<file path="config.mk">
export PLATFORM = sky130hd
export DESIGN_NAME = my_serial_subtractor
export DESIGN_NICKNAME = d
export VERILOG_FILES = /design/src/rtl/my_serial_subtractor.sv
export SDC_FILE = /design/constraint.sdc
export NUM_CORES = 1
export LEC_CHECK = 0
export BUFFER_PORTS_ARGS = -buffer_cell sky130_fd_sc_hd__buf_2
export CORE_MARGIN = 4
export CORE_UTILIZATION = 50
export CTS_CLUSTER_SIZE = 8
export DETAILED_ROUTE_END_ITERATION = 6
export GPL_ROUTABILITY_DRIVEN = 1
export PLACE_DENSITY = 0.72
export SLEW_MARGIN = 0
export SYNTH_ARGS = -nofsm -noshare
export SYNTH_HDL_FRONTEND = slang
export SYNTH_SLANG_ARGS = --single-unit
</file>
<file path="constraint.sdc">
create_clock -name clk_i -period 1.93 [get_ports clk_i]
set_input_delay 0.386 -clock clk_i [delete_from_list [all_inputs] [get_ports clk_i]]
set_output_delay 0.386 -clock clk_i [all_outputs]
set_load 0.03 [all_outputs]
</file>
<file path="src/rtl/my_serial_subtractor.sv">
// Bit-serial unsigned subtractor: diff = a - b - borrow_in (mod 2^WIDTH).
// Operands are captured on accept, then one bit per cycle goes LSB first
// through a single 1-bit full subtractor. The result is held until downstream
// takes it.
//
// state | meaning
// IDLE  | ready_o=1, waiting for valid_i to capture operands
// SHIFT | processing one bit per cycle, WIDTH cycles total
// DONE  | valid_o=1, result held until ready_i
module my_serial_subtractor #(
  parameter int WIDTH = 4
) (
  input  logic             clk_i,
  input  logic             rst_i,
  input  logic             valid_i,
  output logic             ready_o,
  input  logic [WIDTH-1:0] a_i,
  input  logic [WIDTH-1:0] b_i,
  input  logic             borrow_i,
  output logic             valid_o,
  input  logic             ready_i,
  output logic [WIDTH-1:0] diff_o,
  output logic             borrow_o
);

  localparam int CW = $clog2(WIDTH) + 1;
  localparam logic [CW-1:0] LAST_BIT = CW'(WIDTH - 1);

  typedef enum logic [1:0] {
    IDLE  = 2'd0,
    SHIFT = 2'd1,
    DONE  = 2'd2
  } state_t;

  state_t            state_q, state_d;
  logic [WIDTH-1:0]  a_q, a_d;
  logic [WIDTH-1:0]  b_q, b_d;
  logic [WIDTH-1:0]  diff_q, diff_d;
  logic              br_q, br_d;
  logic [CW-1:0]     cnt_q, cnt_d;

  logic bit_d;
  logic bit_br;

  // Single 1-bit full subtractor on the current LSBs and running borrow.
  always_comb begin
    bit_d  = a_q[0] ^ b_q[0] ^ br_q;
    bit_br = (~a_q[0] & b_q[0]) | (~(a_q[0] ^ b_q[0]) & br_q);
  end

  // Next-state and datapath update; every register holds unless its state acts.
  always_comb begin
    state_d = state_q;
    a_d     = a_q;
    b_d     = b_q;
    diff_d  = diff_q;
    br_d    = br_q;
    cnt_d   = cnt_q;
    unique case (state_q)
      IDLE: begin
        if (valid_i) begin
          a_d     = a_i;
          b_d     = b_i;
          br_d    = borrow_i;
          diff_d  = '0;
          cnt_d   = '0;
          state_d = SHIFT;
        end
      end
      SHIFT: begin
        a_d    = {1'b0, a_q[WIDTH-1:1]};
        b_d    = {1'b0, b_q[WIDTH-1:1]};
        diff_d = {bit_d, diff_q[WIDTH-1:1]};
        br_d   = bit_br;
        if (cnt_q == LAST_BIT) begin
          state_d = DONE;
        end else begin
          cnt_d = cnt_q + 1'b1;
        end
      end
      DONE: begin
        if (ready_i) begin
          state_d = IDLE;
        end
      end
      default: state_d = IDLE;
    endcase
  end

  // State register with synchronous reset that discards any in-flight operation.
  always_ff @(posedge clk_i) begin
    if (rst_i) begin
      state_q <= IDLE;
      a_q     <= '0;
      b_q     <= '0;
      diff_q  <= '0;
      br_q    <= 1'b0;
      cnt_q   <= '0;
    end else begin
      state_q <= state_d;
      a_q     <= a_d;
      b_q     <= b_d;
      diff_q  <= diff_d;
      br_q    <= br_d;
      cnt_q   <= cnt_d;
    end
  end

  // Handshake flags decode straight from state; results come from the registers.
  always_comb begin
    ready_o  = (state_q == IDLE);
    valid_o  = (state_q == DONE);
    diff_o   = diff_q;
    borrow_o = br_q;
  end

endmodule

</file>
==> results.ini <==
[status]
status=completed

[timing]
slew_headroom=0.704
fin_crit_ps=1610
setup-tns-final_ps=0
fin_ws_ps=316
final_max_slew_viol_count=0
finalClockSkew_ps=6.09
rsz0062_at_grt=false
hold_viol=0
setup_viol=0
fmax_ghz=0.619
finalCritPeriodShare=0.836
worst_slew_pin_slew_ps=444

[synthesis]
synth-edff-count=0
async_flop_share=0
synth_cell_type_count=25
synth_xor_area_frac=0
syn_nets=103
synth-simple-area-share=0.146
avgSynthCellArea_sq_um=10.1
yosysWarnings=0
ys_seq_elements=18
synth_area_sq_um=882
netlist_instances=87
synthAdderAreaFrac=0.0511
synth-compound-area-share=0.220
yosys-top-cells-area=dfxtp_1 41%, a211oi_2 9.9%, mux2i_1 9.1%
ys_seq_area_frac=0.409
synth_top_family_by_area=compound AO/OA/AOI/OAI gates
synth_top_area_cell=dfxtp_1
muxShareOfSynthArea=0.0908
ys.flop_type=dfxtp_1
netlist.area_leader.share=0.409

[detailed_routing]
vias=654
drt-initial-drc-count=6
wl_met3_um=73
drc_errors=0
wl_met1_um=763
totalWireLength_um=1590
via_per_inst=5.03
route.top_layer_used=met4
wire_per_inst_um=12.2
dr_wl_met2_um=738
drtPass1Iterations=4
ant_nets=0

[placement]
dp_worst_setup_slack_ps=583
portBuffers=19
gp_congestion=0.733
dpl.cell_count=126
hpwl_um=1210

[clock_tree]
cts_tree=built
clockBufferDepth=2
numCtsBuffers=3
cts_resized=0
cts_root_buffer=clkbuf_4
post_cts_buffers=0
insertion_delay_ps=290
hold_buffers=0
clk_pin_slew_ps=100
clock-sinks=18
h-tree-depth=1

[setup_path]
worstPathArrival_ps=1230
crit_type=reg -> out
required_ps=1540
critical_path.endpoint_type=output pin
rrSetupSlack_ps=590
setup.worst_path.start_class=flop
r2r_end=state_q[1]$_SDFFE_PP0P_
path_max_fanout=10
timing.rr.start=state_q[0]$_SDFFE_PP0P_
rr_worst_depth=4

[global_routing]
grt_remaining_overflow=0
grt_pass1_wl_um=2680
track_usage=0.140
grt_start_max_net_pins=19
grt_pass1_vias=621
antenna_found_initial=0

[pwr]
leakage_nw=0.420
p_per_area_nw_per_um2=771
max-vdd-ir-drop_mv=0.497
finalPower_w=0.000771

[layout]
nets=123
final_common_cell=buf_2
stdcell_count=130
layout-drive-gt1-share=0.340
final_cell_mix=19 x buf_2, 18 x dfxtp_1, 13 x nor2_1
areaGrowthSynthToFinish_pct=13.3
diodes=0

[hold_path]
hold_start=b_i[3]
min_path_cells=3
holdPathEnd=b_q[3]$_SDFFE_PP0P_
min_path_type=in -> reg

[die]
die_y_um=50
start_util=0.553
core.rowCount=14
core_sq_um=1590
die_width_um=50
die_area_sq_um=2500
pin_count=20

[job]
drv_cap=0

## metal layers
metal / track usage / up-vias
met5: 0 / -
met4: 0.0691 / 0
met3: 0.0301 / 2
met2: 0.220 / 13
met1: 0.178 / 294
li1: - / 345
## registers in the layout, indices dropped and copies added (netlist names)
register  count
a_q           4
b_q           4
diff_o        4
cnt_q         3
state_q       2
borrow_o      1
## per-stage QoR
stage / util / hold WS (ps) / cell area, sq um
CTS: 0.627 / 349 / 1000
global route: 0.627 / 365 / 1000
finish: 0.627 / 359 / 1000
global placement: 0.604 / 472 / 963
detailed placement: 0.604 / 487 / 963
floorplan: - / 454 / 882
## cell families (layout without fill, tap and decap cells)
| kind of cell | count (synthesis) | after routing |
|---|---|---|
| compound gates | 20 | 20 |
| fa+ha+maj | 3 | 3 |
| buf+inv | 11 | 30 |
| flops | 18 | 18 |
| mux | 8 | 8 |
| simple gates | 27 | 27 |
## synthesized netlist by cell type, types with 2 or more instances
master,n
a211oi_2,7
a22oi_1,5
a31oi_1,3
a32oi_1,2
buf_6,2
dfxtp_1,18
ha_1,2
inv_1,6
mux2i_1,8
nand2_1,3
nand3_1,3
nor2_1,13
nor2_2,3
## critical path, cell delays in order (launching register included)
cell and delay, ps:
dfxtp_1 610, nor2b_1 130, buf_2 200
## worst max path at each step
stage                                  startpoint               endpoint  slack, ps  cells past startpoint
final                     state_q[0]$_SDFFE_PP0P_                valid_o        320                      2
after global routing      state_q[0]$_SDFFE_PP0P_                ready_o        220                      2
after CTS                 state_q[0]$_SDFFE_PP0P_                valid_o        290                      2
after detailed placement  state_q[0]$_SDFFE_PP0P_  cnt_q[0]$_SDFFE_PP0P_        580                      4
after global placement    state_q[0]$_SDFFE_PP0P_  cnt_q[0]$_SDFFE_PP0P_        650                      4
after floorplan             borrow_o$_SDFFE_PP0P_  borrow_o$_SDFFE_PP0P_        510                      5
## power by group
group | internal (W) | switching (W) | leakage [nW]
combinational | 0.0000554 | 0.0000717 | 0.252
clock | 0.000115 | 0.000116 | 0.0210
sequential | 0.000393 | 0.0000195 | 0.148
## layout make-up
class	count	area (sq um)
timing repair buffer	20	103
tap	24	30.0
inverter	6	22.5
clock buffer	4	36.3
fill	144	594
multi-input combinational	58	448
sequential	18	360
Power figures use the tool's default switching activity.
